**config.mk**
```make
export PLATFORM = sky130hd
export DESIGN_NAME = uart_sample_rx
export DESIGN_NICKNAME = d
export VERILOG_FILES = /design/src/rtl/uart_sample_pkg.sv /design/src/rtl/uart_rx_byte.sv /design/src/rtl/uart_sample_rx.sv
export SDC_FILE = /design/constraint.sdc
export NUM_CORES = 1
export LEC_CHECK = 0
export BUFFER_PORTS_ARGS = -buffer_cell sky130_fd_sc_hd__buf_2
export CAP_MARGIN = 20
export CORE_MARGIN = 5
export CORE_UTILIZATION = 30
export CTS_BUF_LIST = sky130_fd_sc_hd__clkbuf_16
export DETAILED_ROUTE_END_ITERATION = 8
export GPL_ROUTABILITY_DRIVEN = 0
export PLACE_DENSITY_LB_ADDON = 0.12
export SETUP_SLACK_MARGIN = 0.05
export SYNTH_ARGS = -nofsm -noshare
export SYNTH_HDL_FRONTEND = slang
export SYNTH_HIERARCHICAL = 1
export SYNTH_SLANG_ARGS = --single-unit
```
**constraint.sdc**
```tcl
create_clock -name clk -period 3.85 [get_ports clk]
set_input_delay 0.9625 -clock clk [delete_from_list [all_inputs] [get_ports clk]]
set_output_delay 0.9625 -clock clk [all_outputs]
set_load 0.02 [all_outputs]
```
**src/rtl/uart_sample_pkg.sv**
```systemverilog
// Shared types, ASCII framing constants and baud helper for the UART sample receiver.
package uart_sample_pkg;

  typedef enum logic [2:0] {
    P_HUNT,
    P_GOT_C,
    P_GOT_H,
    P_GET_MSB,
    P_GET_LSB
  } parse_state_e;

  typedef enum logic [1:0] {
    B_IDLE,
    B_START,
    B_DATA,
    B_STOP
  } byte_state_e;

  localparam logic [7:0] CH_C   = 8'h43;
  localparam logic [7:0] CH_H   = 8'h48;
  localparam logic [7:0] CH_ID0 = 8'h30;

  function automatic int unsigned clks_per_bit(input int unsigned clk_freq,
                                               input int unsigned baud);
    return clk_freq / baud;
  endfunction

endpackage

```
**src/rtl/uart_rx_byte.sv**
```systemverilog
// 8N1 byte receiver: 2-FF synchroniser, mid-bit sampling FSM, LSB-first shifter.
module uart_rx_byte
  import uart_sample_pkg::*;
#(
  parameter int unsigned CLKS_PER_BIT = 104
) (
  input  logic       clk,
  input  logic       rst,
  input  logic       rx,
  output logic       byte_valid,
  output logic [7:0] byte_data,
  output logic       frame_err
);

  localparam int unsigned   CW      = $clog2(CLKS_PER_BIT + 1);
  localparam logic [CW-1:0] FULL_M1 = CW'(CLKS_PER_BIT - 1);
  localparam logic [CW-1:0] HALF_M1 = CW'(CLKS_PER_BIT / 2 - 1);

  logic          rx_meta_q, rx_s_q, rx_prev_q;
  byte_state_e   state_q, state_d;
  logic [CW-1:0] cnt_q, cnt_d;
  logic [2:0]    bit_q, bit_d;
  logic [7:0]    shift_q, shift_d;
  logic          valid_q, valid_d;
  logic          ferr_q, ferr_d;

  // Synchronise rx and keep the previous synchronised value for edge detection.
  always_ff @(posedge clk or posedge rst) begin
    if (rst) begin
      rx_meta_q <= 1'b1;
      rx_s_q    <= 1'b1;
      rx_prev_q <= 1'b1;
    end else begin
      rx_meta_q <= rx;
      rx_s_q    <= rx_meta_q;
      rx_prev_q <= rx_s_q;
    end
  end

  // Byte FSM state and datapath registers.
  always_ff @(posedge clk or posedge rst) begin
    if (rst) begin
      state_q <= B_IDLE;
      cnt_q   <= '0;
      bit_q   <= '0;
      shift_q <= '0;
      valid_q <= 1'b0;
      ferr_q  <= 1'b0;
    end else begin
      state_q <= state_d;
      cnt_q   <= cnt_d;
      bit_q   <= bit_d;
      shift_q <= shift_d;
      valid_q <= valid_d;
      ferr_q  <= ferr_d;
    end
  end

  // Next-state logic: half-bit wait to centre on the start bit, then full-bit steps.
  always_comb begin
    state_d = state_q;
    cnt_d   = cnt_q;
    bit_d   = bit_q;
    shift_d = shift_q;
    valid_d = 1'b0;
    ferr_d  = 1'b0;
    unique case (state_q)
      B_IDLE: begin
        if (rx_prev_q && !rx_s_q) begin
          state_d = B_START;
          cnt_d   = '0;
        end
      end
      B_START: begin
        if (cnt_q == HALF_M1) begin
          cnt_d   = '0;
          bit_d   = '0;
          state_d = rx_s_q ? B_IDLE : B_DATA;
        end else begin
          cnt_d = cnt_q + 1'b1;
        end
      end
      B_DATA: begin
        if (cnt_q == FULL_M1) begin
          cnt_d   = '0;
          shift_d = {rx_s_q, shift_q[7:1]};
          if (bit_q == 3'd7) state_d = B_STOP;
          else               bit_d   = bit_q + 1'b1;
        end else begin
          cnt_d = cnt_q + 1'b1;
        end
      end
      B_STOP: begin
        if (cnt_q == FULL_M1) begin
          cnt_d   = '0;
          state_d = B_IDLE;
          if (rx_s_q) valid_d = 1'b1;
          else        ferr_d  = 1'b1;
        end else begin
          cnt_d = cnt_q + 1'b1;
        end
      end
      default: state_d = B_IDLE;
    endcase
  end

  assign byte_valid = valid_q;
  assign byte_data  = shift_q;
  assign frame_err  = ferr_q;

endmodule

```
**src/rtl/uart_sample_rx.sv**
```systemverilog
// Reassembles "CH<n>" + MSB + LSB frames from the UART byte stream into four sample registers.
module uart_sample_rx
  import uart_sample_pkg::*;
#(
  parameter int unsigned CLK_FREQ = 12_000_000,
  parameter int unsigned BAUD     = 115200
) (
  input  logic        clk,
  input  logic        rst,
  input  logic        rx,
  output logic [15:0] sample_out0,
  output logic [15:0] sample_out1,
  output logic [15:0] sample_out2,
  output logic [15:0] sample_out3,
  output logic        sample_valid,
  output logic [1:0]  sample_ch,
  output logic        frame_err
);

  localparam int unsigned CPB = clks_per_bit(CLK_FREQ, BAUD);

  logic         byte_valid;
  logic [7:0]   byte_data;
  logic         byte_ferr;

  parse_state_e state_q, state_d;
  logic [1:0]   ch_q, ch_d;
  logic [7:0]   msb_q, msb_d;
  logic         commit;
  logic [15:0]  samp_q [4];
  logic         valid_q;
  logic [1:0]   sch_q;

  uart_rx_byte #(.CLKS_PER_BIT(CPB)) u_byte (
    .clk        (clk),
    .rst        (rst),
    .rx         (rx),
    .byte_valid (byte_valid),
    .byte_data  (byte_data),
    .frame_err  (byte_ferr)
  );

  // Parser state, header fields, sample registers and output pulse.
  always_ff @(posedge clk or posedge rst) begin
    if (rst) begin
      state_q <= P_HUNT;
      ch_q    <= '0;
      msb_q   <= '0;
      samp_q  <= '{default: '0};
      valid_q <= 1'b0;
      sch_q   <= '0;
    end else begin
      state_q <= state_d;
      ch_q    <= ch_d;
      msb_q   <= msb_d;
      valid_q <= commit;
      if (commit) begin
        samp_q[ch_q] <= {msb_q, byte_data};
        sch_q        <= ch_q;
      end
    end
  end

  // Header matcher; a framing error abandons any partial frame.
  always_comb begin
    state_d = state_q;
    ch_d    = ch_q;
    msb_d   = msb_q;
    commit  = 1'b0;
    if (byte_ferr) begin
      state_d = P_HUNT;
    end else if (byte_valid) begin
      unique case (state_q)
        P_HUNT:  if (byte_data == CH_C) state_d = P_GOT_C;
        P_GOT_C: begin
          if      (byte_data == CH_H) state_d = P_GOT_H;
          else if (byte_data == CH_C) state_d = P_GOT_C;
          else                        state_d = P_HUNT;
        end
        P_GOT_H: begin
          if (byte_data[7:2] == CH_ID0[7:2]) begin
            ch_d    = byte_data[1:0];
            state_d = P_GET_MSB;
          end else if (byte_data == CH_C) begin
            state_d = P_GOT_C;
          end else begin
            state_d = P_HUNT;
          end
        end
        P_GET_MSB: begin
          msb_d   = byte_data;
          state_d = P_GET_LSB;
        end
        P_GET_LSB: begin
          commit  = 1'b1;
          state_d = P_HUNT;
        end
        default: state_d = P_HUNT;
      endcase
    end
  end

  assign sample_out0  = samp_q[0];
  assign sample_out1  = samp_q[1];
  assign sample_out2  = samp_q[2];
  assign sample_out3  = samp_q[3];
  assign sample_valid = valid_q;
  assign sample_ch    = sch_q;
  assign frame_err    = byte_ferr;

endmodule

```
; ---- Word level (Yosys, flattened, before mapping)
; Index checks and enable logic that the tools add are counted.
[word_totals]
ff_bits = 105
inputBits = 3
output_inout_bits = 68
wordCells = 92
[op_classes]
n_addsub = 2
magnitude_cmp = 2
n_eq_ne = 20
n_mux = 34
bitwise_logic = 2
n_reduce_logical = 14
[ops]
columns = cell, count
row1 = $bwmux W64, 1
row2 = $demux W16 S2, 1
row3 = $mux W3, 7
row4 = $mux W7, 3
row5 = $pmux W7 S3, 1
row6 = $eq A8 B7 Y1 const B, 2
row7 = $mux W16, 1
row8 = $mux W2, 7
row9 = $pmux W3 S4, 1
row10 = $mux W1, 10
row11 = $ne A2 B1 Y1 const B, 5
row12 = $pmux W2 S4, 1
row13 = $reduce_and A4 Y1, 2
row14 = $add A7 B1 Y7 const B, 1
row15 = $eq A7 B6 Y1 const B, 1
row16 = $eq A7 B7 Y1 const B, 1
row17 = $eq A3 B2 Y1 const B, 2
row18 = $eq A3 B3 Y1 const B, 2
row19 = $eq A6 B4 Y1 const B, 1
row20 = $pmux W3 S2, 1
row21 = $reduce_and A5 Y1, 1
row22 = $eq A2 B2 Y1 const B, 2
row23 = $reduce_and A2 Y1, 2
row24 = $reduce_bool A2 Y1, 2
row25 = other kinds (15), 16

; ---- Longest topological paths before layout
; Gate-level depths: netlist of the first run.
[logic_depth]
depth_word = 6
ltp_mapped = 6
depth_no_buf = 5

; ---- Cells and area by module
; Netlist of the first run, hierarchy kept.
[by_module_without_submodules]
columns = module, n_inst, cells_per_inst, area_each_um2, seq_area_each_um2
row1 = uart_sample_rx, 1, 191, 3161.8, 2001.9
row2 = uart_rx_byte, 1, 105, 1184.9, 629.4

; ---- Worst setup path before layout of the first run
; No wires, ideal clock.
[synth_timing]
path_kind = reg-to-reg
from = register u_byte.ferr_q (netlist: u_byte/frame_err)
to = register samp_q, in the netlist sample_out0[0]
setup_ps = 125
t_arrival_ps = 1823
required_time_ps = 3725
slack_ps = 1902
stages_incl_launch_ff = 6
n_path_buf = 3
synth_period_minus_slack_ps = 1948
cell_sequence = dfrtp_1 -> clkbuf_1 -> or4_4 -> buf_6 -> buf_6 -> mux2_4
[synth_between]
elab_chain_cells = 1
[synth_rtl]
columns = element, line_no
row1 = "start, declared", uart_rx_byte.sv:25  ; logic ferr_q, ferr_d;
row2 = "start signal, assigned", uart_rx_byte.sv:55  ; ferr_q <= ferr_d;
row3 = $mux W1, uart_sample_rx.sv:70  ; if (byte_ferr) begin
row4 = "end signal, assigned by index", uart_sample_rx.sv:58  ; samp_q[ch_q] <= {msb_q, byte_data};
row5 = "end, declared", uart_sample_rx.sv:30  ; logic [15:0] samp_q [4];
; Every way passes these cells.
; A chain may end at the register's enable or synchronous reset.

==> run metrics, run 1 <==
synth cell count leaders=102 x dfrtp_1, 74 x mux2_2, 11 x inv_1, 11 x nor2_1; routed vias/inst=4.68; peak supply drop=0.304 mV; CTS clk-pin slew, worst paths=0.06 ns; Crit-path slowest cell=nor4b_4; vias in the first global route=2812; RSZ-0062 raised after global routing=false; H-tree lvl count=3; crit path capture type=flop; largest stage delay on the critical path=0.63 ns; Synth Net Count=302; Synth area leaders=dfrtp_1 59%, mux2_2 19%, mux2_4 3.5%; met2 global-route usage=19.0%; normalized max-slew margin=51.8%; # port buffers=70; met3 Usage GRT=4.51%; setup bufs post-CTS=0; Final min period=2.26 ns; status=completed; Clock Sinks=105; Netlist cell types=43; Top delay family on crit path=simple AND/OR/NAND/NOR gates; async set-reset flop share out of synthesis=100%; Final Net Count=379; die height=130 um; CP Launch Type=flop; CTS tree=yes; number of diodes=0; DIE AREA=17000 sq um; Final Util=36.1%; crit path DAT=2.49 ns; top_reg_cell synth=dfrtp_1; #FFs+latches synth=105; layout cells sized above 1=48.9%; Tightest Pin Transition=0.718 ns; top-count cell post-synth=dfrtp_1; total wire length=9520 um; WL/cell=17.1 um; EDFF count, synth=0; I/O Pins=71; grt total ovfl=0; total CTS buffers=9; Mapped Area=4350 sq um; GRT Overall Usage=12.0%; Synth top area share=58.7%; DR vias=2610; post-DP HPWL=6430 um; Buf+Inv Stages, Crit Path=1; post-route ant nets=0; DRT iter0 DRCs=107; Site Rows=44; Fin Setup TNS=0 ns; Avg Inst Size Synth=14.7 sq um; worst skew pair latency=0.34 ns; Most Used Layer, Global Route=met2; pin count of the biggest net entering global routing=81; final worst setup slack=1.59 ns; first-pass GRT wire length=15500 um; Die X=130 um; post-route clock period utilization=58.7%; core area=14400 sq um; Hold WC Path Type=flop to flop; Synth-to-Final Area Change=19.2%; CP Class=flop to flop; residual DRC count=0; clk_skew=0.00480 ns; drt pass-1 iters=4; pre-CTS WS=1.32 ns; Max Cap Violations=0; CP Cell Sequence=nand4bb_1, nor4b_4, buf_4, mux2_2; Resize count post-CTS=0; GR Util met1=15.4%; Final Hold Fails=0; CTS root buf=clkbuf_16; Post-Syn Instances=296; Max FO, Critical Path=10; Initial Utilization=30.3%; Fmax achieved=442 MHz; sequential area share after synthesis=60.5%; Crit path required time=4.08 ns; final setup violation count=0; Slew Viols, Final=0; Cell Pwr Density=410 nW/um^2; post-synth top area cell=dfrtp_1; Inst Count DP=544; initial antenna violation count=0; leakage=2.80 nW; cts hold-fix bufs=0; YS warnings=6; clk buf depth=2; final std cells w/o fill=558
-- final timing paths --
check / from / end / slack [ns] / cells past startpoint
min in group asynchronous: rst / u_byte/byte_data[5] / 0.65 / 2
max in group asynchronous: rst / u_byte/cnt_q[3] / 2.76 / 3
setup reg to reg: state_q[1] / sample_out1[7] / 1.59 / 4
hold reg to reg: u_byte/rx_meta_q / u_byte/rx_s_q / 0.36 / 0
hold / removal: u_byte/rx_meta_q / u_byte/rx_s_q / 0.36 / 0
setup / recovery: state_q[1] / sample_out1[7] / 1.59 / 4
-- per-stage QoR --
| stage | instance area, sq um | total power [mW] | hold slack, ns |
|---|---|---|---|
| after global placement | 4900 | 1.35 | 0.347 |
| after detailed placement | 4900 | 1.35 | 0.348 |
| after global routing | 5180 | 2.24 | 0.358 |
| final | 5180 | 2.12 | 0.356 |
| after CTS | 5140 | 2.15 | 0.357 |
| after floorplan | 4350 | 1.31 | 0.345 |
-- worst reg2reg max path: stages, from the launching register on --
cell and delay, ns:
dfrtp_1 0.42, nand4bb_1 0.41, nor4b_4 0.63, buf_4 0.32
mux2_2 0.36
-- layout by cell type (no fill, tap or decap), types with 3 or more instances in the layout --
cell type	instances
nor4b_4	3
nand2_1	9
dfrtp_1	102
a31oi_1	3
mux2i_1	3
mux2_2	74
mux2_4	10
clkinv_2	3
ha_1	3
buf_2	70
inv_1	11
dfstp_2	3
clkbuf_16	9
nor2_1	11
nand3_1	6
o21ai_0	10
-- registers in the layout, summed over array words and instances, names as in the netlist, named ones only --
name / flops
u_byte/state_q: 1
u_byte/byte_data: 8
ch_q: 2
u_byte/cnt_q: 7
u_byte/frame_err: 1
sample_out0: 16
state_q: 3
u_byte/rx_s_q: 1
sample_valid: 1
msb_q: 8
u_byte/rx_meta_q: 1
sample_out2: 16
sample_ch: 2
u_byte/byte_valid: 1
sample_out3: 16
sample_out1: 16
u_byte/bit_q: 3
u_byte/rx_prev_q: 1
-- per-layer routing --
layer,routed length (um),vias up,share of wire (%)
met4,106,0,1.1
met5,0,-,0
met2,4570,47,48
li1,-,1207,-
met1,4330,1345,45
met3,513,11,5.4
-- layout make-up --
| cell class | instances | area (sq um) |
|---|---|---|
| fillers | 1404 | 9190 |
| flip-flops and latches | 105 | 2630 |
| multi-input cells | 171 | 1610 |
| repair buffers | 75 | 424 |
| well taps | 184 | 230 |
| clock buffers | 9 | 225 |
| inverters | 11 | 42.5 |
| clock inverters | 3 | 13.8 |
-- power by group --
| part | switching, mW | internal, mW | leakage (nW) |
|---|---|---|---|
| logic | 0.0821 | 0.0588 | 1.23 |
| clock network | 0.373 | 0.419 | 0.124 |
| registers | 0.0508 | 1.14 | 1.45 |
-- kinds of logic after synthesis --
family / count (synthesis) / share of synthesized area, %
DFF: 105 / 60.5
muxes: 87 / 23.3
and+or+nand+nor: 53 / 8.87
AOI/OAI and AO/OA: 27 / 3.89
buffers and inverters: 20 / 2.33
adders and majority gates: 3 / 0.864
xor gates and xnor gates: 1 / 0.202
Note: power is estimated with default switching activity, not from simulation.
==> run 2: changes to the inputs <==
Clock period 3.85 ns to 2.12 ns, I/O delays scaled along.
==> run metrics, run 2 (synthesis gave the netlist of run 1 again) <==
Combinational Power Share=6.2%; Final Hold Fails=0; post-route clock period utilization=85.4%; routed vias/inst=4.60; Initial Utilization=30.3%; uppermost layer routed=met4; CTS tree=yes; most frequent cells in the layout=102 x dfrtp_1, 74 x mux2_2, 70 x buf_2; net switching share of the total power=22.8%; CP Class=flop to flop; leakage=2.87 nW; status=completed; Max Cap Violations=0; GRT Overall Usage=11.6%; smallest hold slack=0.253 ns; peak supply drop=0.313 mV; wire length on met2=4390 um; largest stage delay on the critical path=0.42 ns; Final Net Count=387; Internal Pwr Total=3.34 mW; DRT iter0 DRCs=120; # port buffers=70; final setup violation count=0; Resize count post-CTS=0; DR vias=2616; area of the multi-input gates=1610 sq um; power share of the clock group=43.9%; post-DP HPWL=6500 um; residual DRC count=0; Site Rows=44; Slew Viols, Final=0; vias in the first global route=2723; Hold WC Path Type=input port to async pin; pin count of the biggest net entering global routing=81; die height=130 um; worst skew pair latency=0.35 ns; setup bufs post-CTS=0; Synth-to-Final Area Change=22.7%; CP Launch Type=flop; crit path DAT=2.05 ns; CTS root buf=clkbuf_16; Crit-path slowest cell=dfrtp_1; normalized max-slew margin=69.4%; fillers=1392; Top delay family on crit path=simple AND/OR/NAND/NOR gates; core area=14400 sq um; commonest non-fill, non-tap cell in the layout=dfrtp_1; design area=5330 sq um; Die X=130 um; I/O Pins=71; wire length on met3=487 um; initial antenna violation count=0; RSZ-0062 raised after global routing=false; NetSw=0.985 mW; Crit path depth=5; Fmax achieved=552 MHz; Cell Pwr Density=810 nW/um^2; number of diodes=0; total wire length=9350 um; cts hold-fix bufs=0; first-pass GRT wire length=15000 um; CTS clk-pin slew, worst paths=0.07 ns; CP Cell Sequence=nand4bb_1, buf_4, nor4b_4, buf_4, mux2_2; Crit path required time=2.35 ns; drt pass-1 iters=4; DRT met1 WL=4320 um; Buf+Inv Stages, Crit Path=2; layout cells sized above 1=50.6%; Reg2Reg Depth=5; DP Area=4990 sq um; crit path capture type=flop; Tightest Pin Transition=0.458 ns; grt total ovfl=0; DIE AREA=17000 sq um; Clock Sinks=105; sequential power share=49.9%; WL/cell=16.4 um; crit-path most repeated cell=buf_4; clk_skew=0.00582 ns; Final min period=1.81 ns; sequential cell area=2630 sq um; post-route ant nets=0; total CTS buffers=9; H-tree lvl count=3; Fin Setup TNS=0 ns; clk buf depth=2; Max FO, Critical Path=11
run 2: cell types whose count changed in the layout (fill, tap and decap cells not counted), sizes merged:
cell / delta
inv: +1
bufinv: +3
clkinv: -3
clkinvlp: +2
buf: +8
run 2: power groups by stage:
stage | clock network [mW] | registers, mW | logic (mW)
floorplan | 0 | 2.17 | 0.212
global placement | 0 | 2.19 | 0.268
detailed placement | 0 | 2.19 | 0.275
CTS | 1.98 | 2.15 | 0.274
global route | 2.06 | 2.17 | 0.309
finish | 1.90 | 2.16 | 0.266
run 2: through the flow:
step	std cells	setup slack (ns)	total power [mW]	util, %
2_1_floorplan	296	0.172	2.38	-
3_3_place_gp	554	0.335	2.46	34.8
3_5_place_dp	554	0.302	2.47	34.8
4_1_cts	569	0.300	4.40	37.1
5_1_grt	569	0.197	4.54	37.1
6_report	569	0.309	4.32	37.1
run 2: final cells by class:
type	count	share of cell area [%]
Clock buffer	9	4.22
Clock inverter	6	2.16
Timing Repair Buffer	83	8.87
Multi-Input combinational cell	171	30.3
Inverter	11	0.844
Sequential cell	105	49.3
Tap cell	184	4.32
run 2: routing by layer:
metal	GRT usage (%)	up-vias
li1	-	1229
met1	15.7	1323
met2	18.0	52
met3	2.72	12
met4	4.90	0
met5	0	-
run 2: path summary, 6_finish.rpt:
check                                        end             start  slack (ns)
worst max-delay path              sample_out2[3]        state_q[1]        0.31
worst min-delay path             u_byte/bit_q[2]               rst        0.25
worst max register to register    sample_out2[3]        state_q[1]        0.31
worst min register to register     u_byte/rx_s_q  u_byte/rx_meta_q        0.36
max in group asynchronous             state_q[1]               rst        1.46
min in group clk                u_byte/rx_meta_q                rx        0.28
run 2: worst register-to-register path, stage by stage (launching register included):
cell and delay [ns]:
dfrtp_1 0.42, nand4bb_1 0.23, buf_4 0.18, nor4b_4 0.27, buf_4 0.24, mux2_2 0.35
